===== src/rtl/gate_response_checker_sat_counter.sv =====
// Saturating up-counter: clears on clr, increments on inc, sticks at all-ones.
module sat_counter #(
  parameter int WIDTH = 8
) (
  input  logic             clk,
  input  logic             reset,
  input  logic             clr,
  input  logic             inc,
  output logic [WIDTH-1:0] q
);

  logic [WIDTH-1:0] r_q;

  // Count register: clear has priority over increment; saturate instead of wrapping
  always_ff @(posedge clk) begin
    // NOTE: sequential state is always assigned with <= so every register
    // samples the pre-edge values of its neighbours, independent of block order.
    if (!reset || clr) begin
      r_q <= '0;
    end else if (inc && (r_q != '1)) begin
      r_q <= r_q + 1'b1;
    end
  end

  assign q = r_q;

endmodule : sat_counter


===== config.mk =====
export PLATFORM = sky130hd
export DESIGN_NAME = sat_counter
export DESIGN_NICKNAME = d
export VERILOG_FILES = /design/src/rtl/gate_response_checker_sat_counter.sv
export SDC_FILE = /design/constraint.sdc
export NUM_CORES = 1
export LEC_CHECK = 0
export ABC_AREA = 0
export CAP_MARGIN = 10
export CELL_PAD_IN_SITES_DETAIL_PLACEMENT = 1
export CELL_PAD_IN_SITES_GLOBAL_PLACEMENT = 2
export CORE_MARGIN = 10
export CORE_UTILIZATION = 25
export DETAILED_ROUTE_END_ITERATION = 10
export PLACE_DENSITY = 0.69
export RECOVER_POWER = 50
export SLEW_MARGIN = 10
export SYNTH_ARGS = -nofsm -noshare
export SYNTH_HDL_FRONTEND = slang
export SYNTH_SLANG_ARGS = --single-unit

===== constraint.sdc =====
create_clock -name clk -period 1.52 [get_ports clk]
set_input_delay 0.304 -clock clk [delete_from_list [all_inputs] [get_ports clk]]
set_output_delay 0.304 -clock clk [all_outputs]
set_load 0.1 [all_outputs]

Yosys cells after proc, flatten, opt, wreduce, memory -nomap -nowiden
Index checks and enable logic that the tools add are counted.

word-level totals
  flip-flop bits (word level) = 8
  input port bits = 4
  latch bits = 0
  memories kept = 0
  bits in writable memories = 0
  word-level logic and storage cells = 6
  output and inout bits = 8
  memory bits (read-only) = 0

cells by class
  magnitude comparators = 0
  bitwise logic cells = 0
  shift operators = 0
  multipliers = 0
  mux-type cells = 0
  divide/modulo/power cells = 0
  reductions and logical operators = 3
  equal/unequal tests = 1
  add/sub/neg operators = 1

operators by type and width
  operator                                                        count
  8-bit by 1-bit adder with 8-bit output (second input constant)  1
  8-bit inequality test (second input constant)                   1
  1-bit logical AND                                               1
  1-bit logical NOT                                               1
  1-bit logical OR                                                1

Logic depth before layout (Yosys ltp)
Gate-level depths: netlist of run 1.

  depth in word-level cells = 2
  mapped depth = 4
  gate-level depth less buffers = 4

Worst setup path before layout of run 1
OpenSTA, ideal clock, no wires.

  kind = reg-to-reg
  start point = register r_q[1] (netlist: q[1])
  end point = register r_q[7] (netlist: q[7])
  arrival = 1.847 ns
  path buffers = 0
  required time = 1.429 ns
  slack = -0.418 ns
  stages on the path, launching flop included = 5
  setup time = 0.091 ns
  clock period less this slack = 1.938 ns
  path through = dfxtp_1 ha_1 and4_4 nor2b_2 a311oi_1

between the ends
  cells in the longest elaborated chain, start to end = 2
  elaborated cells between the ends (all ways) = 3
  those cells by class = add/sub: 1; eq/ne: 1; reduce/logical: 1

ends and longest elaborated chain
  element                                                                                         line  source
  from (decl)                                                                                     12    logic [WIDTH-1:0] r_q;
  from (signal assigned)                                                                          21    r_q <= r_q + 1'b1;
  parallel branches: the longest is 2 deep, another holds 8-bit by 1-bit adder with 8-bit output  n/a

Several ways; the timed one is not identified.
A chain may end at the register's enable or synchronous reset.

Final worst setup path of run 1
  start point = register r_q[5] (netlist: q[5])
  end point = output q[5]

RTL lines
  element    line  source
  to (decl)  9     output logic [WIDTH-1:0] q

No word-level cell between the ends.

==> reports/qor.csv, run 1 <==
stage,metric,value,unit
critical_path,timing.critical_path.from_type,register,
global_route,gr_util_all_layers,7.51,%
clock_network,numCtsBuffers,3,
clock_network,post_cts.resized_instances,0,
placed_design,number_of_buffers_inserted_by_port_buffering,11,
critical_path,setup.worst_path.end_class,output port,
detailed_routing,drt-wirelength-per-cell,15.4,um
critical_path,worst-path-max-fanout,7,
sta,finalHoldViolations,0,
pwr,power_density,718,nW/um^2
critical_path,worstPathRequired,1.22,ns
sta,rsz0062_at_grt,no,
yosys,number_of_library_cell_types_mapped_by_synthesis,21,
cells_and_area,antenna_cells_inserted,0,
min_path,worst_hold_path_type,register to register,
sta,min_period_over_period,90.6,%
clock_network,cts.sink_count,8,
die,die_height,61.1,um
yosys,synth_flop_cell,sky130_fd_sc_hd__dfxtp_1,
cells_and_area,final_core_util,39.4,%
sta,timing.final.crit_period,1.38,ns
yosys,number_of_synthesized_register_bits,8,
yosys,synth_top_cells_by_area,"sky130_fd_sc_hd__dfxtp_1 (38%), sky130_fd_sc_hd__mux2i_1 (7.1%), sky130_fd_sc_hd__and4_1 (6.2%)",
sta,number_of_setup_violations_in_the_final_report,0,
critical_path,critical_path_arrival,1.07,ns
sta,fmax,0.726,GHz
global_route,globalRoute.totalOverflow,0,
pwr,power.ir.vdd_worst,0.405,mV
clock_network,cts.clk_slew.worst_paths,0.06,ns
die,core_box_area,1560,sq um
sta,slew_at_the_pin_closest_to_its_max_slew_limit,0.491,ns
critical_path,critical_path.n_buffers_inverters,1,
yosys,synth.top_cell.area_share,38.0,%
clock_network,cts_tree,built,
die,floorplan.rows,14,
sta,fin_hold_ws,0.499,ns
critical_path,slowest_stage,sky130_fd_sc_hd__dfxtp_1,
clock_network,cts.path.max_buffers,2,
die,dieArea,3730,sq um
critical_path,setup_cp_type,register to output port,
critical_path,critical_path_cell_sequence,clkbuf_4,
yosys,yosys_warning_total,0,
clock_network,cts_hold_buf,0,
yosys,ys_async_sr_fraction,0,%
yosys,synth_edf_count,0,
yosys,ranking_of_synthesized_cells_by_instance_count,"sky130_fd_sc_hd__dfxtp_1 (8), sky130_fd_sc_hd__a21oi_1 (5), sky130_fd_sc_hd__nand2_1 (5)",
global_route,number_of_antenna_violations_at_the_first_check_in_global_routing,0,
global_route,maximum_number_of_pins_on_one_net_before_global_route_repair,10,
detailed_routing,wl,1.22,mm
die,io_count,12,
yosys,cell_type_with_the_highest_aggregate_area_in_the_netlist,sky130_fd_sc_hd__dfxtp_1,
yosys,syn_area,422,sq um
detailed_routing,detail_route.drc_violations,0,
detailed_routing,drtPass1Iterations,2,
yosys,syn_area_cell,9.17,sq um
yosys,yosys.cell_count.top_type,sky130_fd_sc_hd__dfxtp_1,
die,initial_core_utilization,27.0,%
cells_and_area,largest_register_ffs,8,
sta,finalSetupTns,0,ns
global_route,wire_length_of_the_first_global_routing_pass,2.06,mm
critical_path,cp_top_family,flip-flops,
die,die_w,61.1,um
cells_and_area,final_net_count,69,
cells_and_area,syn2layout_area_growth,45.7,%
detailed_routing,via_count,408,
global_route,number_of_global_route_vias_before_repair,408,
placed_design,hpwlAfterDp,927,um
placed_design,weighted_congestion_reported_at_the_end_of_routability_driven_placement,0.693,
detailed_routing,drt-initial-drc-count,10,
yosys,syn_inst,46,
yosys,synth_sequential_area_ratio,38.0,%
cells_and_area,post_route_cells_drive_above_1_share,34.9,%
sta,number_of_max_slew_violations_in_the_final_report,0,
detailed_routing,ant_nets,0,
clock_network,cts_post_setup_buffers_inserted,0,
status,result_of_the_run,"complete, no violations",
clock_network,cts_root_buffer,sky130_fd_sc_hd__clkbuf_4,
job,drv_cap,0,
yosys,postSynthNetCount,51,
cells_and_area,fillers,184,
clock_network,deepest_level_of_the_cts_h_tree,1,
clock_network,clk_latency,0.26,ns
pwr,power_leakage,0.246,nW
critical_path,critical_path.max_stage_delay,0.43,ns
detailed_routing,vias_per_cell,5.16,
sta,fin_skew,0.00489,ns
sta,maxSlewHeadroom,67.5,%
## logic make-up after synthesis
family / Yosys count / share of synthesized area (%)
flip-flops: 8 / 38.0
AND/OR/NAND/NOR: 21 / 30.6
AO/OA/AOI/OAI: 13 / 21.4
multiplexers: 3 / 7.12
adder cells (fa/ha/maj): 1 / 2.97
## final timing paths
check / startpoint / end / slack, ns / cells after the start
hold reg to reg: q[1]$_SDFFE_PP0P_ / q[1]$_SDFFE_PP0P_ / 0.50 / 2
setup reg to reg: q[0]$_SDFFE_PP0P_ / q[5]$_SDFFE_PP0P_ / 0.16 / 4
setup / recovery: q[5]$_SDFFE_PP0P_ / q[5] / 0.14 / 1
hold / removal: q[1]$_SDFFE_PP0P_ / q[1]$_SDFFE_PP0P_ / 0.50 / 2
## layer usage
| layer | up-vias | wire length [um] | global-route usage (%) |
|---|---|---|---|
| met4 | 0 | 13 | 2.93 |
| li1 | 210 | - | - |
| met5 | - | 0 | 0 |
| met2 | 8 | 560 | 10.7 |
| met3 | 2 | 76 | 4.94 |
| met1 | 188 | 565 | 8.75 |
## metrics by stage
stage	area [sq um]	instances	setup slack (ns)	power (mW)
global placement	662	75	-0.000177	0.267
detailed placement	662	75	-0.0189	0.267
finish	614	79	0.142	0.441
floorplan	437	46	0.101	0.242
global route	614	79	0.0692	0.468
CTS	688	79	0.138	0.455
## tightest hold or removal path, cell delays in order (launching register included)
cell                      delay [ns]
sky130_fd_sc_hd__dfxtp_4        0.35
sky130_fd_sc_hd__nand2_1        0.06
sky130_fd_sc_hd__mux2i_1        0.05
## power by group
| part | internal (mW) | switching (mW) | total, mW |
|---|---|---|---|
| Combinational | 0.0189 | 0.0255 | 0.0444 |
| Sequential | 0.209 | 0.00257 | 0.212 |
| Clock | 0.101 | 0.0840 | 0.185 |
## area by class of cell
type / count / area, sq um / share of cell area (%)
multi-input combinational: 38 / 262 / 42.6
timing repair buffer: 13 / 135 / 22.0
clock buffer: 4 / 26.3 / 4.28
tap: 16 / 20.0 / 3.26
sequential: 8 / 171 / 27.9
## placed cells by master (no fill, tap or decap)
| cell type | instances |
|---|---|
| sky130_fd_sc_hd__nand3_1 | 1 |
| sky130_fd_sc_hd__nand2_1 | 5 |
| sky130_fd_sc_hd__nor2b_2 | 1 |
| sky130_fd_sc_hd__clkbuf_1 | 1 |
| sky130_fd_sc_hd__a211oi_2 | 1 |
| sky130_fd_sc_hd__buf_2 | 3 |
| sky130_fd_sc_hd__and4_4 | 1 |
| sky130_fd_sc_hd__nor3_1 | 1 |
| sky130_fd_sc_hd__buf_4 | 2 |
| sky130_fd_sc_hd__a31oi_1 | 2 |
| sky130_fd_sc_hd__nor2b_1 | 3 |
| sky130_fd_sc_hd__ha_1 | 1 |
| sky130_fd_sc_hd__a21boi_2 | 1 |
| sky130_fd_sc_hd__o21ai_0 | 2 |
| sky130_fd_sc_hd__buf_12 | 3 |
| sky130_fd_sc_hd__and3_1 | 1 |
| sky130_fd_sc_hd__a311oi_1 | 1 |
| sky130_fd_sc_hd__dfxtp_2 | 3 |
| sky130_fd_sc_hd__dfxtp_1 | 3 |
| sky130_fd_sc_hd__mux2i_1 | 3 |
| sky130_fd_sc_hd__dfxtp_4 | 2 |
| sky130_fd_sc_hd__a21oi_1 | 5 |
| sky130_fd_sc_hd__clkdlybuf4s50_1 | 3 |
| sky130_fd_sc_hd__nand4_1 | 1 |
| sky130_fd_sc_hd__nand2b_1 | 3 |
| sky130_fd_sc_hd__a41o_1 | 1 |
| sky130_fd_sc_hd__clkbuf_4 | 5 |
| sky130_fd_sc_hd__and4_1 | 3 |
| sky130_fd_sc_hd__nor2_1 | 1 |
Power figures use the tool's default switching activity.
==> run 2, diff against run 1 <==
--- a/config.mk
+++ b/config.mk
@@ -9,7 +9,7 @@
 export CAP_MARGIN = 10
 export CELL_PAD_IN_SITES_DETAIL_PLACEMENT = 1
 export CELL_PAD_IN_SITES_GLOBAL_PLACEMENT = 2
-export CORE_MARGIN = 10
+export CORE_MARGIN = 4
 export CORE_UTILIZATION = 25
 export DETAILED_ROUTE_END_ITERATION = 10
 export PLACE_DENSITY = 0.69
==> reports/qor.csv, run 2 (synthesis results as in run 1) <==
stage,metric,value,unit
status,result_of_the_run,"complete, no violations",
clock_network,cts.sink_count,8,
sta,number_of_max_slew_violations_in_the_final_report,0,
sta,slew_at_the_pin_closest_to_its_max_slew_limit,0.489,ns
clock_network,cts.path.max_buffers,2,
critical_path,reg2reg_depth,4,
placed_design,weighted_congestion_reported_at_the_end_of_routability_driven_placement,0.722,
cells_and_area,layout.cells.most_common_list,"sky130_fd_sc_hd__a21oi_1 (5), sky130_fd_sc_hd__nand2_1 (5), sky130_fd_sc_hd__clkbuf_4 (5)",
clock_network,numCtsBuffers,3,
sta,rsz0062_at_grt,no,
detailed_routing,drt-wirelength-per-cell,15.4,um
critical_path,critical_path_cell_sequence,clkbuf_4,
sta,fin_skew,0.00803,ns
sta,finalHoldViolations,0,
min_path,worst_hold_path_type,register to register,
clock_network,clk_latency,0.26,ns
job,drv_cap,0,
global_route,globalRoute.totalOverflow,0,
sta,timing.final.crit_period,1.37,ns
global_route,number_of_antenna_violations_at_the_first_check_in_global_routing,0,
detailed_routing,vias_per_cell,5.42,
cells_and_area,syn2layout_area_growth,43.9,%
clock_network,cts_hold_buf,0,
die,die_w,49.1,um
clock_network,post_cts.resized_instances,0,
global_route,wire_length_of_the_first_global_routing_pass,1.93,mm
cells_and_area,finish.instance_area,607,sq um
critical_path,critical_path.max_stage_delay,0.43,ns
clock_network,cts_tree,built,
cells_and_area,final_net_count,68,
critical_path,slowest_stage,sky130_fd_sc_hd__dfxtp_1,
critical_path,cp_top_family,flip-flops,
cells_and_area,antenna_cells_inserted,0,
placed_design,placement.cell_area,654,sq um
sta,fmax,0.731,GHz
die,initial_core_utilization,27.4,%
pwr,power_density,725,nW/um^2
sta,min_period_over_period,90.0,%
placed_design,hpwlAfterDp,859,um
sta,number_of_setup_violations_in_the_final_report,0,
min_path,timing.hold.worst_path_depth,2,
global_route,maximum_number_of_pins_on_one_net_before_global_route_repair,10,
pwr,power_leakage,0.241,nW
placed_design,number_of_buffers_inserted_by_port_buffering,11,
critical_path,setup.worst_path.end_class,output port,
detailed_routing,wl,1.20,mm
critical_path,critical_path.n_buffers_inverters,1,
sta,finalSetupTns,0,ns
global_route,number_of_global_route_vias_before_repair,431,
critical_path,worst-path-max-fanout,7,
critical_path,worst-path-stages,1,
critical_path,worstPathRequired,1.22,ns
sta,finalWorstSetupSlack,0.152,ns
detailed_routing,detail_route.drc_violations,0,
clock_network,deepest_level_of_the_cts_h_tree,1,
die,io_count,12,
cells_and_area,largest_register_ffs,8,
clock_network,cts.clk_slew.worst_paths,0.06,ns
critical_path,critical_path_arrival,1.06,ns
die,dieArea,2410,sq um
cells_and_area,post_route_cells_drive_above_1_share,33.9,%
detailed_routing,via_count,423,
die,core_box_area,1540,sq um
die,floorplan.rows,14,
critical_path,timing.critical_path.from_type,register,
critical_path,setup_cp_type,register to output port,
placed_design,post_place_setup_slack,-0.0217,ns
detailed_routing,drtPass1Iterations,2,
pwr,power.ir.vdd_worst,0.334,mV
detailed_routing,ant_nets,0,
die,die_height,49.1,um
clock_network,cts_root_buffer,sky130_fd_sc_hd__clkbuf_4,
detailed_routing,drt-initial-drc-count,1,
sta,maxSlewHeadroom,67.6,%
pwr,fin_total_pwr,0.440,mW
global_route,gr_util_all_layers,10.5,%
clock_network,cts_post_setup_buffers_inserted,0,
run 2: cell count changes in the layout (fill, tap and decap cells not counted):
| cell | delta |
|---|---|
| sky130_fd_sc_hd__buf_4 | -1 |
run 2: final timing paths:
path | startpoint | to | slack [ns]
worst max-delay path | q[5]$_SDFFE_PP0P_ | q[5] | 0.15
worst min-delay path | q[0]$_SDFFE_PP0P_ | q[0]$_SDFFE_PP0P_ | 0.50
worst max register to register | q[0]$_SDFFE_PP0P_ | q[5]$_SDFFE_PP0P_ | 0.16
worst min register to register | q[0]$_SDFFE_PP0P_ | q[0]$_SDFFE_PP0P_ | 0.50
run 2: through the flow:
step,hold WS [ns],utilization [%],std cells
after CTS,0.516,44.2,78
after global placement,0.499,42.5,74
after global routing,0.522,39.4,78
after floorplan,0.480,-,46
final,0.500,39.4,78
after detailed placement,0.504,42.5,74
run 2: metal layers:
metal / wire length [um] / track usage (%) / vias up / part of all wire [%]
met4: 23 / 6.73 / 0 / 1.9
met2: 563 / 15.9 / 11 / 47
met3: 46 / 4.28 / 4 / 3.8
li1: - / - / 206 / -
met5: 0 / 0 / - / 0
met1: 570 / 12.1 / 202 / 47
run 2: layout make-up:
class | instances | area, sq um
Sequential cell | 8 | 171
Tap cell | 16 | 20.0
Multi-Input combinational cell | 38 | 262
Timing Repair Buffer | 12 | 128
Fill cell | 179 | 935
Clock buffer | 4 | 26.3
run 2: power by group:
part	internal [mW]	leakage, nW	switching [mW]
logic	0.0174	0.158	0.0251
registers	0.209	0.0676	0.00263
clock network	0.101	0.0150	0.0846
==> run 3, diff against run 2 <==
--- a/config.mk
+++ b/config.mk
@@ -14,7 +14,7 @@
 export DETAILED_ROUTE_END_ITERATION = 10
 export PLACE_DENSITY = 0.69
 export RECOVER_POWER = 50
-export SLEW_MARGIN = 10
+export SLEW_MARGIN = 5
 export SYNTH_ARGS = -nofsm -noshare
 export SYNTH_HDL_FRONTEND = slang
 export SYNTH_SLANG_ARGS = --single-unit
==> results of run 3 <==
Final layout, timing and power as in run 2 (identical DEF).
